<file path="src/rtl/dnn_infer_seq_if.sv">
// Host request/result channel and engine control bundle for dnn_infer_seq.
// The sequencer uses the slave modport; the host/engine side uses master.
interface dnn_infer_seq_if #(
  parameter int DATA_WIDTH = 14,
  parameter int IDX_WIDTH  = 4
);
  logic                  req_valid;
  logic                  req_ready;
  logic                  res_valid;
  logic                  res_ready;
  logic [IDX_WIDTH-1:0]  res_digit;
  logic [DATA_WIDTH-1:0] res_score;
  logic                  res_timeout;
  logic                  busy;
  logic                  eng_start;
  logic                  eng_reset;
  logic                  eng_done;
  logic [IDX_WIDTH-1:0]  eng_out_idx;
  logic [DATA_WIDTH-1:0] eng_out;

  modport slave (
    input  req_valid, res_ready, eng_done, eng_out,
    output req_ready, res_valid, res_digit, res_score, res_timeout,
           busy, eng_start, eng_reset, eng_out_idx
  );

  modport master (
    output req_valid, res_ready, eng_done, eng_out,
    input  req_ready, res_valid, res_digit, res_score, res_timeout,
           busy, eng_start, eng_reset, eng_out_idx
  );
endinterface

</file>
<file path="src/rtl/dnn_infer_seq.sv">
// Inference sequencer: clears and launches the engine, waits for done or timeout,
// then scans the output neurons for the signed argmax and reports it to the host.
module dnn_infer_seq #(
  parameter int DATA_WIDTH     = 14,
  parameter int NUM_CLASSES    = 10,
  parameter int IDX_WIDTH      = 4,
  parameter int TIMEOUT_CYCLES = 1048576,
  parameter int TO_WIDTH       = 21
) (
  input logic          clk,
  input logic          rst,
  dnn_infer_seq_if.slave bus
);

  typedef enum logic [2:0] {IDLE, CLR, LAUNCH, WAIT, SCAN, REPORT} state_t;

  localparam logic [IDX_WIDTH-1:0] LAST_IDX = IDX_WIDTH'(NUM_CLASSES - 1);
  localparam logic [TO_WIDTH-1:0]  TO_LAST  = TO_WIDTH'(TIMEOUT_CYCLES - 1);

  state_t                       state, state_nx;
  logic [TO_WIDTH-1:0]          to_cnt;
  logic [IDX_WIDTH-1:0]         idx;
  logic [IDX_WIDTH-1:0]         arg, arg_nx;
  logic signed [DATA_WIDTH-1:0] maxv, max_nx, score_in;
  logic                         take, last, to_hit;
  logic [IDX_WIDTH-1:0]         res_digit_q;
  logic [DATA_WIDTH-1:0]        res_score_q;
  logic                         res_timeout_q;

  assign score_in = $signed(bus.eng_out);
  assign last     = (idx == LAST_IDX);
  assign to_hit   = (to_cnt == TO_LAST);

  // Strict compare keeps the lowest index on ties; index 0 always seeds the max.
  always_comb begin
    take   = (idx == '0) || (score_in > maxv);
    max_nx = take ? score_in : maxv;
    arg_nx = take ? idx : arg;
  end

  always_comb begin
    state_nx = state;
    case (state)
      IDLE:    if (bus.req_valid) state_nx = CLR;
      CLR:     state_nx = LAUNCH;
      LAUNCH:  state_nx = WAIT;
      WAIT: begin
        if (bus.eng_done)  state_nx = SCAN;
        else if (to_hit)   state_nx = REPORT;
      end
      SCAN:    if (last) state_nx = REPORT;
      REPORT:  if (bus.res_ready) state_nx = IDLE;
      default: state_nx = IDLE;
    endcase
  end

  always_ff @(posedge clk or posedge rst) begin
    if (rst) state <= IDLE;
    else     state <= state_nx;
  end

  always_ff @(posedge clk or posedge rst) begin
    if (rst) begin
      to_cnt        <= '0;
      idx           <= '0;
      arg           <= '0;
      maxv          <= '0;
      res_digit_q   <= '0;
      res_score_q   <= '0;
      res_timeout_q <= 1'b0;
    end else begin
      case (state)
        LAUNCH: to_cnt <= '0;
        WAIT: begin
          to_cnt <= to_cnt + 1'b1;
          if (!bus.eng_done && to_hit) begin
            res_digit_q   <= '1;
            res_score_q   <= '0;
            res_timeout_q <= 1'b1;
          end
        end
        SCAN: begin
          maxv <= max_nx;
          arg  <= arg_nx;
          idx  <= last ? '0 : idx + 1'b1;
          if (last) begin
            res_digit_q   <= arg_nx;
            res_score_q   <= max_nx;
            res_timeout_q <= 1'b0;
          end
        end
        default: ;
      endcase
    end
  end

  // Strobes decode from state so an async reset drops them immediately.
  assign bus.req_ready   = (state == IDLE);
  assign bus.busy        = (state != IDLE);
  assign bus.eng_reset   = (state == CLR);
  assign bus.eng_start   = (state == LAUNCH);
  assign bus.res_valid   = (state == REPORT);
  assign bus.eng_out_idx = idx;
  assign bus.res_digit   = res_digit_q;
  assign bus.res_score   = res_score_q;
  assign bus.res_timeout = res_timeout_q;

endmodule

</file>
<file path="src/flat_wrapper.sv">
// flat-port wrapper written by rule: the top's interface ports become plain ports
module dnn_infer_seq_flat 
#(
  parameter int DATA_WIDTH     = 14,
  parameter int NUM_CLASSES    = 10,
  parameter int IDX_WIDTH      = 4,
  parameter int TIMEOUT_CYCLES = 1048576,
  parameter int TO_WIDTH       = 21
)
  (clk, rst, bus_req_valid, bus_res_ready, bus_eng_done, bus_eng_out, bus_req_ready, bus_res_valid, bus_res_digit, bus_res_score, bus_res_timeout, bus_busy, bus_eng_start, bus_eng_reset, bus_eng_out_idx);
  dnn_infer_seq_if #(.DATA_WIDTH(DATA_WIDTH), .IDX_WIDTH(IDX_WIDTH)) bus_i ();
  input logic clk;
  input logic rst;
  input wire logic [$bits(bus_i.req_valid)-1:0] bus_req_valid;
  input wire logic [$bits(bus_i.res_ready)-1:0] bus_res_ready;
  input wire logic [$bits(bus_i.eng_done)-1:0] bus_eng_done;
  input wire logic [$bits(bus_i.eng_out)-1:0] bus_eng_out;
  output wire logic [$bits(bus_i.req_ready)-1:0] bus_req_ready;
  output wire logic [$bits(bus_i.res_valid)-1:0] bus_res_valid;
  output wire logic [$bits(bus_i.res_digit)-1:0] bus_res_digit;
  output wire logic [$bits(bus_i.res_score)-1:0] bus_res_score;
  output wire logic [$bits(bus_i.res_timeout)-1:0] bus_res_timeout;
  output wire logic [$bits(bus_i.busy)-1:0] bus_busy;
  output wire logic [$bits(bus_i.eng_start)-1:0] bus_eng_start;
  output wire logic [$bits(bus_i.eng_reset)-1:0] bus_eng_reset;
  output wire logic [$bits(bus_i.eng_out_idx)-1:0] bus_eng_out_idx;
  assign bus_i.req_valid = bus_req_valid;
  assign bus_i.res_ready = bus_res_ready;
  assign bus_i.eng_done = bus_eng_done;
  assign bus_i.eng_out = bus_eng_out;
  assign bus_req_ready = bus_i.req_ready;
  assign bus_res_valid = bus_i.res_valid;
  assign bus_res_digit = bus_i.res_digit;
  assign bus_res_score = bus_i.res_score;
  assign bus_res_timeout = bus_i.res_timeout;
  assign bus_busy = bus_i.busy;
  assign bus_eng_start = bus_i.eng_start;
  assign bus_eng_reset = bus_i.eng_reset;
  assign bus_eng_out_idx = bus_i.eng_out_idx;
  dnn_infer_seq #(.DATA_WIDTH(DATA_WIDTH), .NUM_CLASSES(NUM_CLASSES), .IDX_WIDTH(IDX_WIDTH), .TIMEOUT_CYCLES(TIMEOUT_CYCLES), .TO_WIDTH(TO_WIDTH)) u_core (.clk(clk), .rst(rst), .bus(bus_i));
endmodule
</file>
<file path="config.mk">
export PLATFORM = sky130hd
export DESIGN_NAME = dnn_infer_seq_flat
export DESIGN_NICKNAME = d
export VERILOG_FILES = /design/src/rtl/dnn_infer_seq_if.sv /design/src/rtl/dnn_infer_seq.sv /design/src/flat_wrapper.sv
export SDC_FILE = /design/constraint.sdc
export NUM_CORES = 1
export LEC_CHECK = 0
export ABC_AREA = 1
export CORE_ASPECT_RATIO = 0.7
export CORE_MARGIN = 2
export CORE_UTILIZATION = 35
export DETAILED_ROUTE_END_ITERATION = 10
export PLACE_DENSITY_LB_ADDON = 0.2
export RECOVER_POWER = 100
export SYNTH_ARGS = -nofsm -noshare
export SYNTH_HDL_FRONTEND = slang
export SYNTH_SLANG_ARGS = --single-unit
</file>
<file path="constraint.sdc">
create_clock -name clk -period 2.9 [get_ports clk]
set_clock_uncertainty 0.05 [all_clocks]
set_input_delay 0.58 -clock clk [delete_from_list [all_inputs] [get_ports clk]]
set_output_delay 0.58 -clock clk [all_outputs]
set_load 0.05 [all_outputs]
</file>
* Word-level counts from Yosys, hierarchy flattened
Cells that the tools add are included.
Word-level totals: register bits after elaboration 65, input bits 19, logic and storage cells 52
Cells by class: magnitude comparators 1, reduce and logical (&&, ||, !) cells 10, equality and inequality tests 12, muxes and demuxes 19, add/subtract/negate cells 2
Operator list (number):
- 14-bit 2-to-1 mux | 3
- 21-bit case mux with 2 select lines | 1
- 14-bit case mux with 2 select lines | 1
- 21-bit by 1-bit adder with 21-bit output, second input constant | 1
- 21-bit by 20-bit equality test with 1-bit output, second input constant | 1
- 3-bit case mux with 6 select lines | 1
- 4-bit 2-to-1 mux | 4
- 3-bit 2-to-1 mux | 5
- 14-bit greater-than comparator | 1
- 4-bit case mux with 2 select lines | 1
- 3-bit by 2-bit equality test with 1-bit output, second input constant | 2
- 3-bit equality test, second input constant | 2
- 4-bit by 1-bit adder with 4-bit output, second input constant | 1
- 4-bit equality test, second input constant | 1
- 4-bit zero test | 1
- 2-bit by 1-bit != test with 1-bit output, second input constant | 2
- 2-bit != test, second input constant | 2
- 4-bit AND reduction | 1
- 2-bit nonzero test | 2
- 3-bit by 1-bit equality test with 1-bit output, second input constant | 1
- 3-bit zero test | 1
- 3-bit by 2-bit != test with 1-bit output, second input constant | 1
- 3-bit AND reduction | 1
- 3-bit nonzero test | 1
- 5 further kinds | 6

* Depth between registers and ports, before layout
depth after elaboration 5, depth in mapped cells 16

* Least setup slack after synthesis
Ideal clock, no wire load.
path kind input port to flip-flop, from input port bus_eng_out[13], to register u_core.maxv[0], path buffers 1, stages on the path 14, slack 697 ps, library setup time 132 ps, required time 2718 ps, data arrival time 2022 ps, cell sequence ha_1 > nand2_1 > inv_1 > nand2_1 > nand2_1 > a21oi_1 > nand2_1 > nand2_2 > nand3_4 > nand2_4 > buf_6 > nand2_1 > nand3_1 > o21ai_0
Between the ends: longest elaborated chain between the ends 3
Ends and longest elaborated chain:
- from (decl) | line flat_wrapper.sv:17 | input wire logic [$bits(bus_i.eng_out)-1:0] bus_eng_out;
- 14-bit greater-than comparator | line dnn_infer_seq.sv:36 | take = (idx == '0) || (score_in > maxv);
- 1-bit logical OR | line dnn_infer_seq.sv:36
- 14-bit 2-to-1 mux | line dnn_infer_seq.sv:37 | max_nx = take ? score_in : maxv;
- to (signal assigned) | line dnn_infer_seq.sv:83 | maxv <= max_nx;
- to (decl) | line dnn_infer_seq.sv:24 | logic signed [DATA_WIDTH-1:0] maxv, max_nx, score_in;
No other way between the ends. A chain may end at the register's enable or synchronous reset.

* Worst setup path in the final report
from register u_core.state[0], to output port bus_res_valid
Between the ends: longest elaborated chain between the ends 1
Ends and longest elaborated chain:
- from (decl) | line dnn_infer_seq.sv:20 | state_t state, state_nx;
- from (signal assigned) | line dnn_infer_seq.sv:59 | else state <= state_nx;
- 3-bit equality test | line dnn_infer_seq.sv:102 | assign bus.res_valid = (state == REPORT);
- to (decl) | line flat_wrapper.sv:19 | output wire logic [$bits(bus_i.res_valid)-1:0] bus_res_valid;
No other way between the ends.

==> results.yml <==
detailed_routing:
  vias: 3184
  drtPass1Iterations: 4
  drcViolationCount: 0
  finalWirelength_mm: 9.02
  routed_via_density: 4.85
  wl_per_cell_microns: 13.8
  first_iter_violations: 208
  antenna_left: 0
floorplan:
  rows: 31
  die_x_microns: 126
  io_pins: 47
  start_util_pct: 35.6
  die_h_microns: 89.4
  dieArea_sq_mm: 0.0113
  core_area_sq_mm: 0.0102
clock_tree:
  cts.sink_count: 65
  htree_levels: 3
  cts-resized-gates: 0
  cts_buffers: 9
  cts.hold.buffers_added: 0
  clock_latency_ps: 340
  post-cts-setup-buffers: 0
  clk_pin_slew_ps: 60
  root_buffer: "clkbuf_16"
  ctsLongestPathBuffers: 2
  cts_tree: "done"
power:
  p_switching_mw: 2.35
  intPower_mw: 2.73
  switching_share_pct: 46.3
  p_per_area_mw_per_mm2: 1120
  power_frac_clock_pct: 23.7
  power.share.sequential_pct: 26.6
  leakagePower_nw: 2.23
  combPwrFrac_pct: 49.6
  vdd_drop_max_mv: 0.636
yosys:
  yosys.area.top_type_share_pct: 44.6
  syn-num-nets: 500
  synth_edf_count: 0
  synth_seq_cells: 65
  ys_seq_area_share_pct: 44.6
  syn_avg_cell_area_sq_um: 7.82
  yosys-top-cells-count: "nand2_1 (115), inv_1 (68), dfrtp_1 (65)"
  synth_area_leader_cell: "dfrtp_1"
  synth.most_common_cell: "nand2_1"
  synth_cell_types: 39
  syn_area_sq_mm: 0.00364
  synthCells: 466
  async_reset_ff_share_pct: 100
  synth-main-ff-cell: "dfrtp_1"
  synth.top_cells.by_area: "dfrtp_1 (45%), nand2_1 (12%), inv_1 (7.0%)"
  ys_warn_count: 0
sta:
  hold_violations: 0
  worst_pin_slew_ps: 708
  drv_slew: 0
  fin_crit_sh_pct: 94.5
  setup_violations: 0
  rsz0062_at_grt: "false"
  max_slew_margin_pct: 52.6
  layout_min_cycle_time_ps: 2740
  max_freq_mhz: 365
final_layout:
  drive_gt1_share_pct: 5.92
  num-fill-cells: 1066
  final_nets: 553
  n_antenna_cell: 0
  area_growth_syn_to_layout_pct: 24.5
  stdcell_area_sq_mm: 0.00454
  fin_cells: 656
grt:
  grt_pass1_vias: 3010
  grt_max_degree: 56
  track_usage_pct: 17.3
  antenna_found_initial: 0
  overflow: 0
  grt_first_pass_wirelength_mm: 15.2
job:
  maxCapViolations: 0
worst_setup_path:
  cp.required_ps: 2270
  critPathArrivalTime_ps: 2110
  crit_type: "reg2out"
  cp-end-kind: "output pin"
  startpoint: "u_core.state[0]"
  r2r-start: "u_core.state[2]"
  crit_path_start_kind: "register"
  cp_max_fo: 4
outcome:
  status: "finished clean"
placed_design:
  placed_cells: 640
  portBuffers: 46
  place_area_sq_mm: 0.00425
  place_hpwl_mm: 6.43
  place.gp.congestion: 0.822
worst_hold_path:
  hp-start: "u_core.bus.res_score[10]"
  min_path_type: "reg2reg"
logic make-up (layout without fill, tap and decap cells):
family / count (synthesis) / count (layout) / synth area share (%)
AO/OA/AOI/OAI: 48 / 48 / 7.52
XOR/XNOR: 5 / 5 / 1.20
adder cells (fa/ha/maj): 15 / 15 / 5.15
buffers and inverters: 82 / 140 / 9.47
flip-flops: 65 / 65 / 44.6
AND/OR/NAND/NOR: 251 / 251 / 32.0
layer usage:
layer	global-route usage (%)	wire, microns	vias up
met5	0	0	-
met4	5.69	111	0
met3	5.33	471	9
met2	23.3	3510	67
met1	26.0	4930	1468
li1	-	-	1640
cell usage in the layout (no fill, tap or decap), types with 3 or more instances in the layout:
cell             netlist  routed
clkbuf_16              0       9
nor2_1                34      37
o21ai_0               21      24
nand4_1               24      24
clkdlybuf4s50_1        0      17
a31oi_1                3       3
nor4_1                 6       6
dlygate4sd3_1          0      28
xor2_1                 5       5
ha_1                  15      15
nor3_1                 4       4
a21oi_1               12      12
buf_4                  1       4
nand3_1               49      50
clkbuf_1               2       4
dfrtp_1               65      65
nand2_1              115     117
inv_1                 68      68
flip-flops by register name (all words and copies together) (netlist names):
signal                  flops
u_core.to_cnt              21
u_core.bus.res_score       14
u_core.maxv                14
u_core.arg                  4
u_core.bus.eng_out_idx      4
u_core.bus.res_digit        4
u_core.state                3
u_core.bus.res_timeout      1
area by class of cell:
type	instances	area (sq um)	share of cell area, %
multi-input cells	319	1650	36.4
flip-flops and latches	65	1630	35.8
repair buffers	54	502	11.1
inverters	70	263	5.79
clock buffers	12	256	5.65
well taps	132	165	3.64
clock inverters	4	75.1	1.65
worst max-delay path, cell delays in order (launching register included):
cell	delay, ps
dfrtp_1	400
inv_1	70
or2_2	290
nor2_1	120
dlygate4sd3_1	890
stage by stage:
step / TNS, ps / setup slack, ps / hold slack [ps] / total power, mW / utilization, %
2_1_floorplan: 0 / 644 / 409 / 3.29 / -
3_3_place_gp: 0 / 86.1 / 416 / 3.97 / 41.5
3_5_place_dp: -61.4 / -21.4 / 419 / 4.00 / 41.5
4_1_cts: 0 / 170 / 435 / 5.24 / 44.7
5_1_grt: 0 / 43.9 / 439 / 5.49 / 44.3
6_report: 0 / 159 / 420 / 5.09 / 44.3
power groups by stage:
stage | sequential [mW] | clock, mW | combinational, mW
floorplan | 1.74 | 0 | 1.56
global placement | 1.37 | 0 | 2.60
detailed placement | 1.37 | 0 | 2.63
CTS | 1.36 | 1.23 | 2.64
global route | 1.39 | 1.27 | 2.82
finish | 1.36 | 1.21 | 2.52
final timing paths:
path / endpoint / slack, ps / cells past startpoint
worst min register to register: u_core.bus.res_score[10] / 420 / 2
worst max register to register: u_core.bus.res_score[11] / 510 / 10
min in group asynchronous: u_core.to_cnt[9] / 730 / 2
worst min-delay path: u_core.bus.res_score[10] / 420 / 2
worst max-delay path: bus_res_valid / 160 / 4
max in group asynchronous: u_core.maxv[10] / 970 / 3
No activity file was read; power rests on OpenSTA's default activity.
